===== config.mk =====
export PLATFORM = sky130hd
export DESIGN_NAME = clk_rst_ctrl
export DESIGN_NICKNAME = d
export VERILOG_FILES = /design/src/rtl/clk_rst_ctrl.sv
export SDC_FILE = /design/constraint.sdc
export NUM_CORES = 1
export LEC_CHECK = 0
export ABC_AREA = 1
export CAP_MARGIN = 20
export CELL_PAD_IN_SITES_DETAIL_PLACEMENT = 1
export CELL_PAD_IN_SITES_GLOBAL_PLACEMENT = 1
export CORE_MARGIN = 4
export CORE_UTILIZATION = 38
export CTS_CLUSTER_DIAMETER = 200
export CTS_CLUSTER_SIZE = 10
export DETAILED_ROUTE_END_ITERATION = 8
export PLACE_DENSITY = 0.83
export SLEW_MARGIN = 20
export SYNTH_ARGS = -nofsm -noshare
export SYNTH_HDL_FRONTEND = slang
export SYNTH_SLANG_ARGS = --single-unit

===== constraint.sdc =====
create_clock -name clkin1 -period 1.7 [get_ports clkin1]
set_input_delay 0.34 -clock clkin1 [delete_from_list [all_inputs] [get_ports clkin1]]
set_output_delay 0.34 -clock clkin1 [all_outputs]
set_load 0.01 [all_outputs]

===== src/rtl/clk_rst_ctrl.sv =====
// clk_rst_ctrl -- PLL bring-up and staged domain reset sequencer.
//
// Holds the PLL in reset for HOLD_CYC cycles, waits for a synchronized and
// filtered lock, then releases NUM_DOM domain resets STAGE_GAP cycles apart
// (bit 0 first). Lock is monitored in RUN; a loss re-runs the whole sequence.
// After MAX_RETRY lock timeouts the block parks in FAIL until restart_req.
//
// Ports:
//   clkin1        in   reference clock (only clock)
//   pll_rst       in   asynchronous active-low reset
//   pll_lock      in   PLL lock, asynchronous to clkin1
//   restart_req   in   single-cycle soft restart request
//   pll_hold_n    out  active-low PLL reset drive
//   rst_n_out     out  active-low domain resets [NUM_DOM-1:0]
//   sys_ready     out  high only in RUN
//   pll_fail      out  high only in FAIL
//   lock_loss_cnt out  saturating lock-loss count
//
// Build option: define CLK_RST_CTRL_LOSS_CNT_EN to build the lock-loss
// counter; otherwise lock_loss_cnt is tied to zero.
`timescale 1ns/1ps

module clk_rst_ctrl #(
  parameter int unsigned HOLD_CYC     = 16,
  parameter int unsigned LOCK_FILT    = 64,
  parameter int unsigned LOCK_TIMEOUT = 50000,
  parameter int unsigned STAGE_GAP    = 16,
  parameter int unsigned NUM_DOM      = 4,
  parameter int unsigned MAX_RETRY    = 3
) (
  input  logic               clkin1,
  input  logic               pll_rst,
  input  logic               pll_lock,
  input  logic               restart_req,
  output logic               pll_hold_n,
  output logic [NUM_DOM-1:0] rst_n_out,
  output logic               sys_ready,
  output logic               pll_fail,
  output logic [7:0]         lock_loss_cnt
);

  typedef enum logic [2:0] {
    ST_HOLD,
    ST_WAIT,
    ST_FILT,
    ST_REL,
    ST_RUN,
    ST_FAIL
  } state_t;

  localparam logic [15:0] HOLD_LAST = 16'(HOLD_CYC - 1);
  localparam logic [15:0] TO_LAST   = 16'(LOCK_TIMEOUT - 1);
  localparam logic [15:0] FILT_LAST = 16'(LOCK_FILT - 1);
  // RUN is entered one cycle after the last domain is released.
  localparam logic [15:0] REL_LAST  = 16'((NUM_DOM - 1) * STAGE_GAP + 1);
  localparam logic [3:0]  RETRY_MAX = 4'(MAX_RETRY);

  state_t             state, state_nxt;
  logic [15:0]        cnt, cnt_nxt;
  logic [3:0]         retry_cnt, retry_nxt;
  logic               lock_m, lock_s;
  logic [NUM_DOM-1:0] rel_hit;
  logic [NUM_DOM-1:0] rst_nxt;

  // Two-flop lock synchronizer.
  always_ff @(posedge clkin1 or negedge pll_rst) begin
    if (!pll_rst) begin
      lock_m <= 1'b0;
      lock_s <= 1'b0;
    end else begin
      lock_m <= pll_lock;
      lock_s <= lock_m;
    end
  end

  // Domain k is due for release when the REL phase counter reaches k*STAGE_GAP.
  for (genvar g = 0; g < NUM_DOM; g++) begin : g_rel
    assign rel_hit[g] = (cnt == 16'(g * STAGE_GAP));
  end

  always_comb begin
    state_nxt = state;
    retry_nxt = retry_cnt;
    case (state)
      ST_HOLD: begin
        if (!restart_req && cnt == HOLD_LAST) state_nxt = ST_WAIT;
      end
      ST_WAIT: begin
        if (restart_req) begin
          state_nxt = ST_HOLD;
        end else if (lock_s) begin
          state_nxt = ST_FILT;
        end else if (cnt == TO_LAST) begin
          retry_nxt = retry_cnt + 4'd1;
          state_nxt = (retry_nxt == RETRY_MAX) ? ST_FAIL : ST_HOLD;
        end
      end
      ST_FILT: begin
        if (restart_req)           state_nxt = ST_HOLD;
        else if (!lock_s)          state_nxt = ST_WAIT;
        else if (cnt == FILT_LAST) state_nxt = ST_REL;
      end
      ST_REL: begin
        if (restart_req || !lock_s) state_nxt = ST_HOLD;
        else if (cnt == REL_LAST)   state_nxt = ST_RUN;
      end
      ST_RUN: begin
        if (!lock_s || restart_req) state_nxt = ST_HOLD;
      end
      ST_FAIL: begin
        if (restart_req) begin
          state_nxt = ST_HOLD;
          retry_nxt = '0;
        end
      end
      default: state_nxt = ST_HOLD;
    endcase

    if (state_nxt == ST_RUN && state != ST_RUN) retry_nxt = '0;

    // A restart while already in HOLD begins a fresh hold period.
    if (state_nxt != state || (state == ST_HOLD && restart_req)) cnt_nxt = '0;
    else                                                         cnt_nxt = cnt + 16'd1;

    rst_nxt = '0;
    if (state_nxt == ST_REL || state_nxt == ST_RUN) begin
      rst_nxt = rst_n_out;
      if (state == ST_REL) rst_nxt = rst_n_out | rel_hit;
    end
  end

  always_ff @(posedge clkin1 or negedge pll_rst) begin
    if (!pll_rst) begin
      state      <= ST_HOLD;
      cnt        <= '0;
      retry_cnt  <= '0;
      pll_hold_n <= 1'b0;
      rst_n_out  <= '0;
      sys_ready  <= 1'b0;
      pll_fail   <= 1'b0;
    end else begin
      state      <= state_nxt;
      cnt        <= cnt_nxt;
      retry_cnt  <= retry_nxt;
      pll_hold_n <= !(state_nxt == ST_HOLD || state_nxt == ST_FAIL);
      rst_n_out  <= rst_nxt;
      sys_ready  <= (state_nxt == ST_RUN);
      pll_fail   <= (state_nxt == ST_FAIL);
    end
  end

`ifdef CLK_RST_CTRL_LOSS_CNT_EN
  // Lock loss in RUN wins over a coincident restart_req, so it always counts.
  logic lock_lost;
  assign lock_lost = (state == ST_RUN) && !lock_s;

  always_ff @(posedge clkin1 or negedge pll_rst) begin
    if (!pll_rst) begin
      lock_loss_cnt <= '0;
    end else if (lock_lost && lock_loss_cnt != '1) begin
      lock_loss_cnt <= lock_loss_cnt + 8'd1;
    end
  end
`else
  assign lock_loss_cnt = 8'd0;
`endif

endmodule

==> results of run 1 <==
worst register-to-register path, delay by kind of cell (launching register included):
family        cells  cell delay, ns
flops             1            0.44
simple gates     10            1.06
buf+inv           3            0.37
through the flow:
| stage | power (mW) | hold slack (ns) | cell area, µm² | std cells | worst slack [ns] |
|---|---|---|---|---|---|
| detailed placement | 0.903 | 0.340 | 2540 | 375 | -0.530 |
| CTS | 1.50 | 0.356 | 2900 | 392 | -0.189 |
| finish | 1.50 | 0.380 | 3060 | 400 | -0.297 |
| floorplan | 0.861 | 0.0444 | 2000 | 249 | -0.0166 |
| global placement | 0.897 | 0.340 | 2540 | 375 | -0.358 |
| global route | 1.58 | 0.390 | 3060 | 400 | -0.408 |
cell type report:
cell class,instances,share of cell area (%)
Clock buffer,6,2.37
Clock inverter,1,0.164
Inverter,33,4.34
Multi-Input combinational cell,176,41.4
Sequential cell,32,26.3
Tap cell,67,2.74
Timing Repair Buffer,85,22.7
per-layer routing:
layer | share of wire [%] | vias up | routed length (µm) | track usage (%)
li1 | - | 923 | - | -
met1 | 36 | 1007 | 2680 | 24.4
met2 | 56 | 47 | 4150 | 46.0
met3 | 3.3 | 27 | 246 | 4.29
met4 | 4.7 | 0 | 349 | 12.0
met5 | 0 | - | 0 | 0
worst paths after layout:
check                      cells past startpoint                from  slack, ns                to
max in group asynchronous                      2             pll_rst       0.87  cnt[0]$_DFF_PN0_
setup reg to reg                              13  state[2]$_DFF_PN0_      -0.30  cnt[5]$_DFF_PN0_
hold / removal                                 0    lock_m$_DFF_PN0_       0.38  lock_s$_DFF_PN0_
setup / recovery                              13  state[2]$_DFF_PN0_      -0.30  cnt[5]$_DFF_PN0_
hold reg to reg                                0    lock_m$_DFF_PN0_       0.38  lock_s$_DFF_PN0_
min in group asynchronous                      2             pll_rst       0.49  lock_s$_DFF_PN0_
repair_timing:
item                                    4_1_cts  5_1_grt
pin swaps                                    25       16
resized for setup                            53       29
endpoints found under the setup margin       27       28
setup buffers                                10        9
hold endpoints to repair                      0        0
gates cloned                                  1        0
registers in the layout, indices dropped and copies added, names as in the netlist:
register and count:
pll_hold_n 1, retry_cnt 4, pll_fail 1, lock_m 1
rst_n_out 4, lock_s 1, cnt 16, sys_ready 1
state 3
logic make-up after synthesis:
| logic type | count (synthesis) | share of synthesized area [%] |
|---|---|---|
| xor+xnor | 10 | 4.52 |
| compound gates | 21 | 6.71 |
| simple gates | 131 | 33.4 |
| other cells | 1 | 0.193 |
| fa+ha+maj | 5 | 3.23 |
| buf+inv | 42 | 10.6 |
| flops | 32 | 41.3 |
power by group through the flow:
stage	Sequential [mW]	Combinational (mW)	Clock, mW
2_1_floorplan	0.796	0.0646	0
3_3_place_gp	0.796	0.102	0
3_5_place_dp	0.797	0.106	0
4_1_cts	0.783	0.143	0.572
5_1_grt	0.784	0.172	0.627
6_report	0.783	0.158	0.562
cells in the final DEF, fill, tap and decap left out, types with 2 or more instances in the layout:
master / instances
nand2_8: 2
xnor2_1: 2
inv_1: 24
buf_4: 66
nand3_4: 3
clkdlybuf4s50_1: 9
nand2_1: 30
nand3_2: 7
o21ai_1: 2
dfrtp_2: 2
ha_4: 2
a21oi_1: 4
clkinv_2: 2
nor2_4: 15
nand2_4: 6
o21ai_0: 3
dfrtp_1: 30
xor2_1: 7
nand4_1: 6
o21a_1: 4
nand2_2: 13
nand3_1: 10
nor2_1: 21
ha_1: 2
a21oi_2: 2
conb_1: 8
inv_2: 6
o21ai_2: 2
nor2_2: 16
clkbuf_8: 5
buf_6: 9
==> results.cfg, run 1 <==
[clock_tree]
cts-hold-fix-buffers = 0
clock_sinks = 32
cts.path.max_buffers = 2
root_buffer = clkbuf_8
clk_pin_slew_ns = 0.07
cts_tree = done
htreeDepth = 2
cts_made_buffers = 5
insertion_delay_ns = 0.29

[synthesis]
synth_area_mm2 = 0.00194
syn_area_per_cell_um2 = 8.01
synth_edf_count = 0
postSynthCellCount = 242
ys_ff_latch = 32
yosysWarningCount = 0
synthArstFlopShare_pct = 100
ys_types = 31
netlist.area_leader.share_pct = 41.3
synth_area_leaders = dfrtp_1 41%, nand2_1 8.1%, nor2_1 7.0%
yosysMostFrequentCell = nand2_1
ys_seq_area_share_pct = 41.3
synth_top_area_cell = dfrtp_1
ys.flop_type = dfrtp_1
synthTopCellsByCount = 42 x nand2_1, 36 x nor2_1, 32 x dfrtp_1

[route]
drc_errors = 0
drt-initial-drc-count = 51
avgRoutedWirePerCell_um = 18.6
drtPass1Iterations = 4
vias = 2004
routed_wl_um = 7420
drtAntennaViolNets = 0
avgViaCountPerCell = 5.01

[worst_setup_path]
endpoint_kind = flip-flop
cp_slowest_cell = dfrtp_1
arrival_ns = 2.16
path_class = flip-flop to flip-flop
crit_chain = inv_2 -> nand3_1 -> nor2_2 -> nand3_4 -> nand2_2 -> inv_2 -> nand2_2 -> nand2_2 -> nand3_2 -> nor2_4 -> buf_4 -> nand2_8 -> nor2_2
worst-path-max-fanout = 8
crit_path_frequent_cell = nand2_2
cpPeakStageDelay_ns = 0.44
worst-path-buf-inv = 3
worstPathRequired_ns = 1.87
start_kind = flip-flop
path_delay_family = simple AND/OR/NAND/NOR gates

[floorplanning]
dieArea_mm2 = 0.00631
die_h_um = 79.4
die_w_um = 79.4
rows = 25
core_area_mm2 = 0.00485
pin_count = 19
start_util_pct = 40.0

[pwr]
internal_power_mw = 1.12
peakVddDrop_v = 0.000403
switching_share_pct = 25.7
p_comb_share_pct = 10.5
p_sw_uw = 386
leakagePower_nw = 1.41
clockPowerShare_pct = 37.4
p_per_area_mw_per_mm2 = 492
pwr-share-seq_pct = 52.1

[sta]
rsz0062_at_grt = true
finalMaxSlewViolations = 0
finalSetupViolCount = 27
hold_viol = 0
clock.fmax_mhz = 501
period_needed_ns = 2.00
skew_ns = 0.0113
fin_crit_sh_pct = 117
finalSetupTns_ns = -5.24
layout_setup_ws_ns = -0.297

[placed_design]
io_buffers = 10
dp_hpwl_um = 4320
place_congestion = 0.876

[outcome]
violations = negative setup slack
status = complete, but fails checks

[flow_run]
cap_violations = 0

[finish]
nets = 342
n_fill_cell = 559
drive_above_1_share_pct = 50.2
regArea_um2 = 803
multi_input_area_mm2 = 0.00126
utilization_pct = 63.1
areaGrowthSynthToFinish_pct = 57.7
antenna_cells = 0

[global_route]
overflow = 0
grt_max_degree = 33
antenna_found_initial = 0
grt_pass1_vias = 2245
grt_pass1_wl_um = 11300
grt_usage_pct = 24.0

[min_path]
hold_path.class = flip-flop to flip-flop
No activity file was read; power rests on OpenSTA's default activity.
==> inputs of run 2 (changes only) <==
Settings changed: PLACE_DENSITY 0.83 to 0.82.
==> results.cfg, run 2 (synthesis gave the netlist of run 1 again) <==
[outcome]
status = complete, but fails checks
violations = negative setup slack

[clock_tree]
clk_pin_slew_ns = 0.08
cts-hold-fix-buffers = 0
htreeDepth = 2
root_buffer = clkbuf_8
insertion_delay_ns = 0.30
cts_made_buffers = 5
cts.path.max_buffers = 2
cts_tree = done
clock_sinks = 32

[route]
drtAntennaViolNets = 0
avgRoutedWirePerCell_um = 24.1
avgViaCountPerCell = 5.34
drt-initial-drc-count = 160
drc_errors = 0
vias = 2264
drtPass1Iterations = 7
routed_wl_um = 10200

[finish]
nets = 365
final_cell_mix = 87 x buf_4, 25 x dfrtp_1, 24 x nor2_4
reg_top3 = cnt x16, retry_cnt x4, rst_n_out x4
largest_reg_flops = 16
regArea_um2 = 810
largest_register = cnt
multi_input_area_mm2 = 0.00137
antenna_cells = 0
mostFrequentLayoutCell = buf_4
design_area_mm2 = 0.00338
drive_above_1_share_pct = 61.6
n_fill_cell = 550
areaGrowthSynthToFinish_pct = 74.3

[floorplanning]
die_h_um = 79.4
die_w_um = 79.4
pin_count = 19
rows = 25
start_util_pct = 40.0
core_area_mm2 = 0.00485
dieArea_mm2 = 0.00631

[worst_setup_path]
critPathLaunch = cnt[4]$_DFF_PN0_
ff2ff_path_depth = 12
r2r_end = cnt[6]$_DFF_PN0_
arrival_ns = 2.26
path_class = flip-flop to flip-flop
worstPathRequired_ns = 1.94
endpoint = cnt[6]$_DFF_PN0_
start_kind = flip-flop
r2r_start = cnt[4]$_DFF_PN0_
r2r_slack_ns = -0.33
endpoint_kind = flip-flop
worst-path-max-fanout = 8

[sta]
fin_crit_sh_pct = 119
finalSetupTns_ns = -7.19
layout_setup_ws_ns = -0.325
finalSetupViolCount = 28
skew_ns = 0.0123
period_needed_ns = 2.03
rsz0062_at_grt = true
hold-worst-slack_ns = 0.392
finalMaxSlewViolations = 0
hold_viol = 0
clock.fmax_mhz = 494

[placed_design]
place_congestion = 0.886
place_worst_setup_slack_ns = -0.460
io_buffers = 10
dp_hpwl_um = 4260
placed_cell_area_mm2 = 0.00256

[global_route]
grt_max_degree = 33
grt_pass1_vias = 2523
grt_pass1_wl_um = 13500
grt_usage_pct = 28.6
overflow = 0
antenna_found_initial = 0

[pwr]
p_per_area_mw_per_mm2 = 479
power.total_mw = 1.62
leakagePower_nw = 1.55
peakVddDrop_v = 0.000444

[min_path]
hold_start = lock_m$_DFF_PN0_
hold_path.class = flip-flop to flip-flop

[flow_run]
cap_violations = 0
[run 2: changes by cell type in the layout (fill, tap and decap cells not counted), moves of 2 or more]
| cell | delta |
|---|---|
| dfrtp_2 | +5 |
| nand2_2 | +7 |
| inv_1 | -3 |
| dfrtp_1 | -5 |
| inv_2 | +3 |
| buf_4 | +21 |
| nand3_2 | +2 |
| nor2_1 | -10 |
| nand2_1 | -7 |
| nor2_4 | +9 |
[run 2: what timing repair did]
| item | 4_1_cts | 5_1_grt |
|---|---|---|
| gates resized for setup | 60 | 62 |
| cloned | 1 | 0 |
| setup endpoints to repair | 23 | 30 |
| pin swaps | 35 | 32 |
| endpoints found under the hold margin | 0 | 0 |
| setup buffers | 23 | 17 |
[run 2: per-stage QoR]
| stage | cells | utilization (%) |
|---|---|---|
| floorplan | 249 | - |
| global placement | 377 | 52.7 |
| detailed placement | 377 | 52.7 |
| CTS | 408 | 62.9 |
| global route | 424 | 69.7 |
| finish | 424 | 69.7 |
[run 2: area by class of cell]
type | instances | area share, %
clock inverters | 2 | 0.296
clock buffers | 6 | 2.44
flip-flops and latches | 32 | 24.0
multi-input cells | 176 | 40.5
inverters | 33 | 4.00
well taps | 67 | 2.48
repair buffers | 108 | 26.3
[run 2: routing by layer]
| layer | GRT usage, % | wire, µm | part of all wire [%] | up-vias |
|---|---|---|---|---|
| met5 | 0 | 0 | 0 | - |
| met4 | 15.3 | 505 | 4.9 | 0 |
| met3 | 6.77 | 468 | 4.6 | 41 |
| met2 | 52.1 | 5290 | 52 | 105 |
| met1 | 30.1 | 3950 | 39 | 1150 |
| li1 | - | - | - | 968 |
[run 2: power by group]
group	internal, mW	total [mW]	switching [mW]	leakage (nW)
clock	0.324	0.655	0.331	0.0510
sequential	0.772	0.788	0.0161	0.429
combinational	0.0720	0.177	0.105	1.07
[run 2: worst min-delay path by stage]
| stage | end | slack, ns | cells after the start |
|---|---|---|---|
| finish | lock_s$_DFF_PN0_ | 0.39 | 0 |
| global route | lock_s$_DFF_PN0_ | 0.39 | 0 |
| CTS | lock_s$_DFF_PN0_ | 0.35 | 0 |
| detailed placement | lock_s$_DFF_PN0_ | 0.34 | 0 |
| global placement | lock_s$_DFF_PN0_ | 0.33 | 0 |
| floorplan | cnt[0]$_DFF_PN0_ | 0.04 | 0 |
[run 2: worst max-delay path, stage by stage (launching register included)]
cell,delay [ns]
dfrtp_2,0.44
inv_2,0.09
nand2_2,0.10
nor2_4,0.15
nand2_2,0.10
nor2_4,0.20
o21ai_1,0.10
nand2_1,0.13
o21ai_2,0.10
nor2_4,0.17
buf_6,0.14
nand2_8,0.10
nor2_4,0.14
==> RTL edit (config.mk and constraints of run 2) <==
Encoding of `state_t`: now one-hot (6 bits for 6 states).
--- a/src/rtl/clk_rst_ctrl.sv
+++ b/src/rtl/clk_rst_ctrl.sv
@@ -40,11 +40,11 @@
 );
 
-  typedef enum logic [2:0] {
-    ST_HOLD,
-    ST_WAIT,
-    ST_FILT,
-    ST_REL,
-    ST_RUN,
-    ST_FAIL
+  typedef enum logic [5:0] {
+    ST_HOLD = 6'b000001,
+    ST_WAIT = 6'b000010,
+    ST_FILT = 6'b000100,
+    ST_REL  = 6'b001000,
+    ST_RUN  = 6'b010000,
+    ST_FAIL = 6'b100000
   } state_t;
 
Formal check against the unedited RTL: same outputs for any inputs over 10 cycles, from zero or initial values and one cycle with pll_rst low; not proved beyond that.
==> RTL edit against run 2 <==
  * The flow finishes with violations (negative hold slack, negative setup slack)
  * Design area is 15% higher
  * Worst setup slack worse by 0.47 ns
  * Sequential cell count is 3 higher
  * Wire length is 35% higher
  * Area after synthesis is 21% higher
Power is not compared: it rests on default switching activity, and its combinational part moved more than twofold at a synthesized area within 25%.
==> RTL edit: results (changes against run 2) <==
** GRT
- The initial antenna violation count is 1 (+1).
- The maximum number of pins on one net before global-route repair came to 20 (-39%).
- Vias in the first global route :: 3073 (+22%)
- The wire length of the first global-routing pass was 16960 microns (+26%).
- GRT Overall Usage :: 30.25% (+1.6 points)

** Detailed routing
- The detailed-route wire length per cell is 28.21 microns (+17%).
- Violation count after the first detailed-route iteration :: 231 (+44%)
- The ratio of routed vias to standard cells is 6.127 (+15%).
- The wire length reported by the detailed router is 13790 microns (+35%).
- Number of detailed-routing iterations run before antenna repair :: 4 (-3)

** Pwr
- Switching pwr :: 0.5851 mW
- Worst IR drop on VDD :: 0.0003986 V

** Finish
- Biggest registers after layout :: cnt: 16 flops, state: 6 flops
- Ratio of cells with drive above 1 in the final layout :: 54.35% (-7.3 points)
- The final net count is 422 (+16%).

** Hold path
- The tightest min-delay check is of the input pin to asynchronous set/reset pin type.

** Run status
- The checks that failed: negative hold slack, negative setup slack.
- The run finished, with violations left.

** Synth
- Leading post-synthesis cells by cell area :: sky130_fd_sc_hd__dfrtp_1 (36%), sky130_fd_sc_hd__nand2_1 (10%), sky130_fd_sc_hd__nor2_1 (6.2%), sky130_fd_sc_hd__inv_1 (5.6%), sky130_fd_sc_hd__nand3_1 (4.7%)
- The gate count of the mapped netlist was 309 (+28%).
- Sequential share of the synthesized area :: 37.41% (-3.9 points)
- Commonest cells in the synthesized netlist :: sky130_fd_sc_hd__nand2_1 (65), sky130_fd_sc_hd__nor2_1 (39), sky130_fd_sc_hd__inv_1 (35), sky130_fd_sc_hd__dfrtp_1 (34), sky130_fd_sc_hd__nand3_1 (22)
- The share of synthesized flip-flops with an asynchronous set or reset is 100.0% (unchanged).
- The number of unique standard cell types used by synthesis was 34 (+9.7%).

** Place
- The detailed-placement wirelength estimate is 6255 microns (+47%).
- Standard cell area after detailed placement :: 3040 sq um (+19%)
- Placed cell count :: 461 (+22%)
- The final weighted congestion in routability-driven placement was 0.9030 (+1.9%).

** Setup path
- Worst path arrival time :: 2.70 ns (+0.44 ns)

** CTS
- The maximum count of clock buffers along a single path was 2 (unchanged).

** STA
- The worst setup slack after layout is -0.7967 ns (-0.4714 ns).
- The worst hold slack is -0.01743 ns (-0.4092 ns).
- Worst-case clock skew :: 0.01398 ns (+0.001719 ns)
- Post-route setup TNS :: -15.87 ns (-8.688 ns)
- Total count of hold-check failures in the final report :: 16 (+16)
- The total of endpoints with negative setup slack in the final report is 32 (+14%).
## RTL edit: layout make-up
cell class / instances / area [sq um]
Fill cell: 670 / 2059
Multi-Input combinational cell: 230 / 1799
Sequential cell: 35 / 885.9
Timing Repair Buffer: 100 / 852.1
Inverter: 41 / 165.2
Clock buffer: 8 / 100.1
Tap cell: 75 / 93.84
## RTL edit: per-stage QoR
stage / worst slack [ns] / utilization, %
finish: -0.7967 / 65.42
CTS: -0.2755 / 58.24
detailed placement: -0.6449 / 51.05
floorplan: -0.07161 / -
global route: -0.7852 / 65.42
global placement: -0.5076 / 51.05
## RTL edit: critical path, stage by stage, from the launching register on
cell and delay [ns]:
sky130_fd_sc_hd__dfstp_2 0.64, sky130_fd_sc_hd__buf_4 0.16, sky130_fd_sc_hd__nor2_1 0.07, sky130_fd_sc_hd__nand3_4 0.13
sky130_fd_sc_hd__buf_4 0.16, sky130_fd_sc_hd__nor2_1 0.04, sky130_fd_sc_hd__o21ai_0 0.51, sky130_fd_sc_hd__nand4_4 0.24
sky130_fd_sc_hd__buf_12 0.22, sky130_fd_sc_hd__nor3_2 0.22
## RTL edit: metal layers
metal	vias to the layer above	global-route usage, %	wire length (microns)
li1	1196	-	-
met1	1478	33.45	5178
met2	215	54.24	6335
met3	105	6.844	1154
met4	2	14.73	1112
met5	-	0	12
## RTL edit: power by group through the flow
stage	clock network (mW)	logic [mW]	registers, mW
after floorplan	0	0.124	0.878
final	0.718	0.355	0.876
after global routing	0.761	0.366	0.876
after detailed placement	0	0.212	0.878
after global placement	0	0.198	0.876
after CTS	0.689	0.245	0.867
## RTL edit: path summary, 6_finish.rpt
path	cells after the start	endpoint	start
max in group asynchronous	2	state[0]	pll_rst
hold / removal	1	cnt[15]	pll_rst
setup / recovery	9	cnt[8]	state[0]
min in group clkin1	0	lock_s	lock_m
hold reg to reg	0	lock_s	lock_m
setup reg to reg	9	cnt[8]	state[0]
## RTL edit: kinds of logic (layout without fill, tap and decap cells)
family / Yosys count / count (layout) / synth area share (%)
and+or+nand+nor: 178 / 179 / 38.79
buffers and inverters: 52 / 149 / 10.41
DFF: 35 / 35 / 37.41
AOI/OAI and AO/OA: 27 / 27 / 6.457
xor gates and xnor gates: 11 / 11 / 4.109
adders and majority gates: 5 / 5 / 2.668
other: 1 / 8 / 0.1599
## RTL edit: what timing repair did
item | CTS | global route
gates resized for setup | 69 | 79
pin swaps | 12 | 15
setup endpoints to repair | 28 | 32
gates cloned | 1 | 1
buffers inserted | 10 | 9
